**config.mk**
```make
export PLATFORM = sky130hd
export DESIGN_NAME = burst_capture_buffer_flat
export DESIGN_NICKNAME = d
export VERILOG_FILES = /design/src/rtl/burst_capture_buffer_if.sv /design/src/rtl/burst_capture_buffer.sv /design/src/flat_wrapper.sv
export SDC_FILE = /design/constraint.sdc
export NUM_CORES = 1
export LEC_CHECK = 0
export ABC_AREA = 1
export BUFFER_PORTS_ARGS = -buffer_cell sky130_fd_sc_hd__buf_2
export CORE_MARGIN = 5
export CORE_UTILIZATION = 39
export CTS_CLUSTER_DIAMETER = 200
export DETAILED_ROUTE_END_ITERATION = 10
export PLACE_DENSITY = 0.56
export SYNTH_ARGS = -nofsm -noshare
export SYNTH_HDL_FRONTEND = slang
export SYNTH_SLANG_ARGS = --single-unit
```
**constraint.sdc**
```tcl
create_clock -name clk -period 3.2 [get_ports clk]
set_clock_uncertainty 0.05 [all_clocks]
set_input_delay 0.48 -clock clk [delete_from_list [all_inputs] [get_ports clk]]
set_output_delay 0.48 -clock clk [all_outputs]
set_load 0.02 [all_outputs]
```
**src/rtl/burst_capture_buffer_if.sv**
```systemverilog
// Bus bundle for burst_capture_buffer: capture input, replay output and status.
// The slave modport is the buffer side; the master modport is the
// producer/consumer side that drives start, input beats and out_ready.
interface burst_capture_buffer_if #(
    parameter int WIDTH = 8,
    parameter int DEPTH = 4
);
    localparam int LVL_W = $clog2(DEPTH + 1);

    logic             start;
    logic             in_valid;
    logic [WIDTH-1:0] in_data;
    logic             out_valid;
    logic             out_ready;
    logic [WIDTH-1:0] out_data;
    logic [1:0]       state_o;
    logic             busy;
    logic [LVL_W-1:0] level;

    modport slave (
        input  start, in_valid, in_data, out_ready,
        output out_valid, out_data, state_o, busy, level
    );

    modport master (
        output start, in_valid, in_data, out_ready,
        input  out_valid, out_data, state_o, busy, level
    );
endinterface

```
**src/rtl/burst_capture_buffer.sv**
```systemverilog
// burst_capture_buffer: captures exactly DEPTH input beats after a start
// pulse, then replays them in order on a valid/ready port and returns to IDLE.
// Optional feature: define BURST_CAPTURE_DROP_CNT_EN to add the drop_cnt
// port, a saturating count of input beats offered outside the FILL state.
module burst_capture_buffer #(
    parameter int WIDTH = 8,
    parameter int DEPTH = 4
) (
    input  logic                   clk,
    input  logic                   rst,
    burst_capture_buffer_if.slave  bus
`ifdef BURST_CAPTURE_DROP_CNT_EN
    ,
    output logic [7:0]             drop_cnt
`endif
);
    localparam int LVL_W = $clog2(DEPTH + 1);
    localparam int PTR_W = $clog2(DEPTH);

    typedef enum logic [1:0] {
        IDLE  = 2'b00,
        FILL  = 2'b01,
        DRAIN = 2'b10
    } state_t;

    state_t           state;
    state_t           state_n;
    logic [WIDTH-1:0] mem [DEPTH];
    logic [PTR_W-1:0] wr_ptr;
    logic [PTR_W-1:0] wr_ptr_n;
    logic [PTR_W-1:0] rd_ptr;
    logic [PTR_W-1:0] rd_ptr_n;
    logic [LVL_W-1:0] level;
    logic [LVL_W-1:0] level_n;
    logic             wr_en;
    logic             pop;
    logic             out_valid_q;
    logic             out_valid_n;
    logic [WIDTH-1:0] out_data_q;
    logic [WIDTH-1:0] out_data_n;
    logic [WIDTH-1:0] head_n;
    logic             busy_q;

    // Next-state, pointer and level decisions for the IDLE/FILL/DRAIN control
    always_comb begin
        state_n  = state;
        wr_ptr_n = wr_ptr;
        rd_ptr_n = rd_ptr;
        level_n  = level;
        wr_en    = 1'b0;
        pop      = 1'b0;
        case (state)
            IDLE: begin
                if (bus.start) begin
                    state_n  = FILL;
                    wr_ptr_n = '0;
                    rd_ptr_n = '0;
                    level_n  = '0;
                end
            end
            FILL: begin
                if (bus.in_valid) begin
                    wr_en    = 1'b1;
                    wr_ptr_n = wr_ptr + PTR_W'(1);
                    level_n  = level + LVL_W'(1);
                    if (level == LVL_W'(DEPTH - 1)) begin
                        state_n = DRAIN;
                    end
                end
            end
            DRAIN: begin
                if (out_valid_q && bus.out_ready && (level != '0)) begin
                    pop      = 1'b1;
                    rd_ptr_n = rd_ptr + PTR_W'(1);
                    level_n  = level - LVL_W'(1);
                    if (level == LVL_W'(1)) begin
                        state_n = IDLE;
                    end
                end
            end
            default: begin
                state_n = IDLE;
            end
        endcase
    end

    // Registered output values; the head word bypasses the array when it is
    // being written on the same edge it becomes visible
    always_comb begin
        head_n      = (wr_en && (wr_ptr == rd_ptr_n)) ? bus.in_data : mem[rd_ptr_n];
        out_valid_n = (state_n == DRAIN) && (level_n != '0);
        out_data_n  = out_valid_n ? head_n : '0;
    end

    // Control state, pointers, level and registered outputs
    always_ff @(posedge clk) begin
        if (rst) begin
            state       <= IDLE;
            wr_ptr      <= '0;
            rd_ptr      <= '0;
            level       <= '0;
            out_valid_q <= 1'b0;
            out_data_q  <= '0;
            busy_q      <= 1'b0;
        end else begin
            state       <= state_n;
            wr_ptr      <= wr_ptr_n;
            rd_ptr      <= rd_ptr_n;
            level       <= level_n;
            out_valid_q <= out_valid_n;
            out_data_q  <= out_data_n;
            busy_q      <= (state_n != IDLE);
        end
    end

    // Capture storage; contents survive reset and are simply overwritten
    always_ff @(posedge clk) begin
        if (!rst && wr_en) begin
            mem[wr_ptr] <= bus.in_data;
        end
    end

`ifdef BURST_CAPTURE_DROP_CNT_EN
    // Saturating count of beats offered while not filling
    always_ff @(posedge clk) begin
        if (rst) begin
            drop_cnt <= 8'h00;
        end else if (bus.in_valid && (state != FILL) && (drop_cnt != 8'hFF)) begin
            drop_cnt <= drop_cnt + 8'h01;
        end
    end
`endif

    assign bus.out_valid = out_valid_q;
    assign bus.out_data  = out_data_q;
    assign bus.state_o   = state;
    assign bus.busy      = busy_q;
    assign bus.level     = level;

endmodule

```
**src/flat_wrapper.sv**
```systemverilog
// flat-port wrapper written by rule: the top's interface ports become plain ports
module burst_capture_buffer_flat 
#(
    parameter int WIDTH = 8,
    parameter int DEPTH = 4
)
  (clk, rst, bus_start, bus_in_valid, bus_in_data, bus_out_ready, bus_out_valid, bus_out_data, bus_state_o, bus_busy, bus_level);
  burst_capture_buffer_if #(.WIDTH(WIDTH), .DEPTH(DEPTH)) bus_i ();
  input  logic clk;
  input  logic rst;
  input wire logic [$bits(bus_i.start)-1:0] bus_start;
  input wire logic [$bits(bus_i.in_valid)-1:0] bus_in_valid;
  input wire logic [$bits(bus_i.in_data)-1:0] bus_in_data;
  input wire logic [$bits(bus_i.out_ready)-1:0] bus_out_ready;
  output wire logic [$bits(bus_i.out_valid)-1:0] bus_out_valid;
  output wire logic [$bits(bus_i.out_data)-1:0] bus_out_data;
  output wire logic [$bits(bus_i.state_o)-1:0] bus_state_o;
  output wire logic [$bits(bus_i.busy)-1:0] bus_busy;
  output wire logic [$bits(bus_i.level)-1:0] bus_level;
  assign bus_i.start = bus_start;
  assign bus_i.in_valid = bus_in_valid;
  assign bus_i.in_data = bus_in_data;
  assign bus_i.out_ready = bus_out_ready;
  assign bus_out_valid = bus_i.out_valid;
  assign bus_out_data = bus_i.out_data;
  assign bus_state_o = bus_i.state_o;
  assign bus_busy = bus_i.busy;
  assign bus_level = bus_i.level;
  burst_capture_buffer #(.WIDTH(WIDTH), .DEPTH(DEPTH)) u_core (.clk(clk), .rst(rst), .bus(bus_i));
endmodule
```
==> impl_metrics.tcl <==
set metrics [dict create \
    layout.nets 330 \
    finalSetupViolCount 0 \
    die_x_um 90.62 \
    grt_pass1_vias 1826 \
    p_leak_uw 0.001283 \
    dr.pass1.iters 4 \
    period_needed_ps 2318 \
    antenna_left 0 \
    track_usage 0.1357 \
    rrSetupSlack_ps 880 \
    insertedDiodeCount 0 \
    yosysSeqAreaShare 0.5291 \
    hold_path.class "in2reg" \
    overflow 0 \
    routedWlPerCell_um 13.54 \
    layout_setup_ws_ps 881.5 \
    hold_path_end "u_core.mem[3][1]" \
    synth_cells 274 \
    intPower_uw 1020 \
    pwr-share-comb 0.162 \
    viasPerCell 4.759 \
    crit_path_start_kind "flip-flop" \
    power_frac_seq 0.517 \
    synth_warnings 0 \
    cp_cell_sequence "inv_1, ha_1, nand2_2, nand2_1, nand2_1, nand2_1, nand2_4, nand2_4, a21oi_2, nand4_1, nand2_1, nor2_1" \
    pin_count 28 \
    cts_setup_buffers 0 \
    outcome "complete, no violations" \
    wl_um 5228 \
    core_sq_um 6350 \
    fin_tns_setup_ps 0 \
    holdBufCountCts 0 \
    r2r-start "u_core.bus.level[0]" \
    cts_tree "built" \
    power_density_nw_per_um2 486.8 \
    clock_sinks 51 \
    die_area_sq_um 8212 \
    cp_slowest_stage_delay_ps 390 \
    clkLatencyLatePin_ps 310 \
    dr.first_iter.drc_count 119 \
    ys_ff_latch 51 \
    die_h_um 90.62 \
    clock_path_buffers 2 \
    cts_root_buffer "clkbuf_8" \
    worst_pin_slew_ps 408.1 \
    cp_slowest_cell "a21oi_2" \
    max_cap_viol_count 0 \
    peakVddDrop_v 0.0002484 \
    worst-setup-path-type "reg2reg" \
    synthToLayoutAreaGrowth_pct 13.82 \
    hpwlAfterDp_um 3696 \
    htreeDepth 2 \
    syn_avg_cell_area_sq_um 9.252 \
    post_cts_resized 0 \
    synthesis.nets 296 \
    cts_buffers 5 \
    clkPwrFrac 0.321 \
    p_switching_uw 384.5 \
    cp-end-kind "flip-flop" \
    swShare 0.2738 \
    synth.distinct_cells 29 \
    dp_worst_setup_slack_ps 883.7 \
    rr_worst_depth 12 \
    start_util 0.3992 \
    relSlewSlack 0.7269 \
    fmax_ghz 0.4313 \
    gp_congestion 0.8377 \
    route.detailed.drc 0 \
    vias 1837 \
    crit_fanout 19 \
    antenna_found_initial 0 \
    grt_first_pass_wirelength_um 8949 \
    grt_max_degree 20 \
    rr_endpoint "u_core.bus.out_data[0]" \
    hp-start "bus_in_data[1]" \
    synth_area_sq_um 2535 \
    slew_violations 0 \
    drive_gt1_frac 0.2071 \
    rsz0062_at_grt "false" \
    clk_pin_slew_ps 90 \
    whs_path_depth 1 \
    dpl.cell_count 378 \
    rows 29 \
    required_ps 3350 \
    fin_cells 386 \
    arrival_ps 2470 \
    final.period_utilization 0.7245 \
    hold_viol_final 0 \
    cp_common_cell "nand2_1" \
    io_buffer_count 27 \
]
placed cells by master, fill, tap and decap left out, types with 6 or more instances in the layout:
master / synthesis / final
edfxtp_1: 32 / 32
inv_1: 43 / 43
inv_2: 6 / 6
buf_2: 3 / 27
dfxtp_1: 19 / 19
nand3_1: 20 / 20
nor2_1: 30 / 30
ha_1: 9 / 9
nand4_1: 9 / 9
nand3b_1: 16 / 16
nand2_1: 52 / 52
state kept, by name, indices dropped and copies added (netlist names):
name / flops
u_core.bus.busy: 1
u_core.bus.level: 3
u_core.bus.out_data: 8
u_core.bus.out_valid: 1
u_core.bus.state_o: 2
u_core.mem: 32
u_core.rd_ptr: 2
u_core.wr_ptr: 2
worst max-delay path, delay by kind of cell, from the launching register on:
family	cells	cell delay (ps)
AOI/OAI and AO/OA	1	390
adders and majority gates	1	210
buffers and inverters	1	100
DFF	1	380
and+or+nand+nor	9	1090
cell families after synthesis:
| logic type | Yosys count | share of synthesized area |
|---|---|---|
| compound gates | 12 | 0.02912 |
| xor+xnor | 1 | 0.003456 |
| fa+ha+maj | 9 | 0.04442 |
| buf+inv | 55 | 0.08588 |
| flops | 51 | 0.5291 |
| simple gates | 146 | 0.3080 |
through the flow:
| step | instance area [sq um] | total power, uW | util | hold slack, ps |
|---|---|---|---|---|
| 2_1_floorplan | 2535 | 911.2 | - | 481.4 |
| 5_1_grt | 2885 | 1480 | 0.4544 | 343.8 |
| 3_3_place_gp | 2774 | 972.2 | 0.4368 | 500.2 |
| 4_1_cts | 2885 | 1422 | 0.4544 | 342.8 |
| 3_5_place_dp | 2774 | 970.5 | 0.4368 | 523.3 |
| 6_report | 2885 | 1404 | 0.4544 | 353.7 |
power groups by stage:
stage	Combinational [uW]	Sequential, uW	Clock (uW)
final	228	726	451
after global routing	258	728	493
after CTS	230	726	466
after detailed placement	229	741	0
after global placement	231	741	0
after floorplan	163	748	0
per-layer routing:
layer,vias to the layer above,track usage,share of wire
met3,8,0.03333,0.037
met1,847,0.1762,0.48
met2,29,0.2149,0.46
li1,953,-,-
met5,-,0,0
met4,0,0.05583,0.019
layout make-up:
class | count | area (sq um)
fillers | 635 | 3465
well taps | 77 | 96.34
multi-input cells | 168 | 975.9
clock inverters | 2 | 38.79
flip-flops and latches | 51 | 1341
repair buffers | 32 | 172.7
clock buffers | 6 | 72.57
inverters | 50 | 187.7
worst max path at each step:
stage                   startpoint                      to  slack (ps)  cells past startpoint
2_1_floorplan  u_core.bus.level[0]  u_core.bus.out_data[0]        1260                     12
3_3_place_gp   u_core.bus.level[0]  u_core.bus.out_data[0]         940                     12
3_5_place_dp   u_core.bus.level[0]  u_core.bus.out_data[0]         880                     12
4_1_cts        u_core.bus.level[0]  u_core.bus.out_data[0]         870                     12
5_1_grt        u_core.bus.level[0]  u_core.bus.out_data[0]         650                     12
6_report       u_core.bus.level[0]  u_core.bus.out_data[0]         880                     12
synthesized netlist by cell type (all sizes together):
master,count,area (sq um)
nand4,9,56.30
edfxtp,32,960.9
a31oi,1,6.260
a211oi,2,15.01
inv,49,183.9
nand3b,16,120.1
nor3,1,5.000
nand2,59,254.0
xnor2,1,8.760
clkinv,1,3.750
dfxtp,19,380.4
ha,9,112.6
nor2,37,190.2
a21oi,4,23.77
buf,4,26.27
nand3,24,155.1
clkbuf,1,3.750
o21ai,4,20.02
o311ai,1,8.760
(Power assumes the default switching activity.)
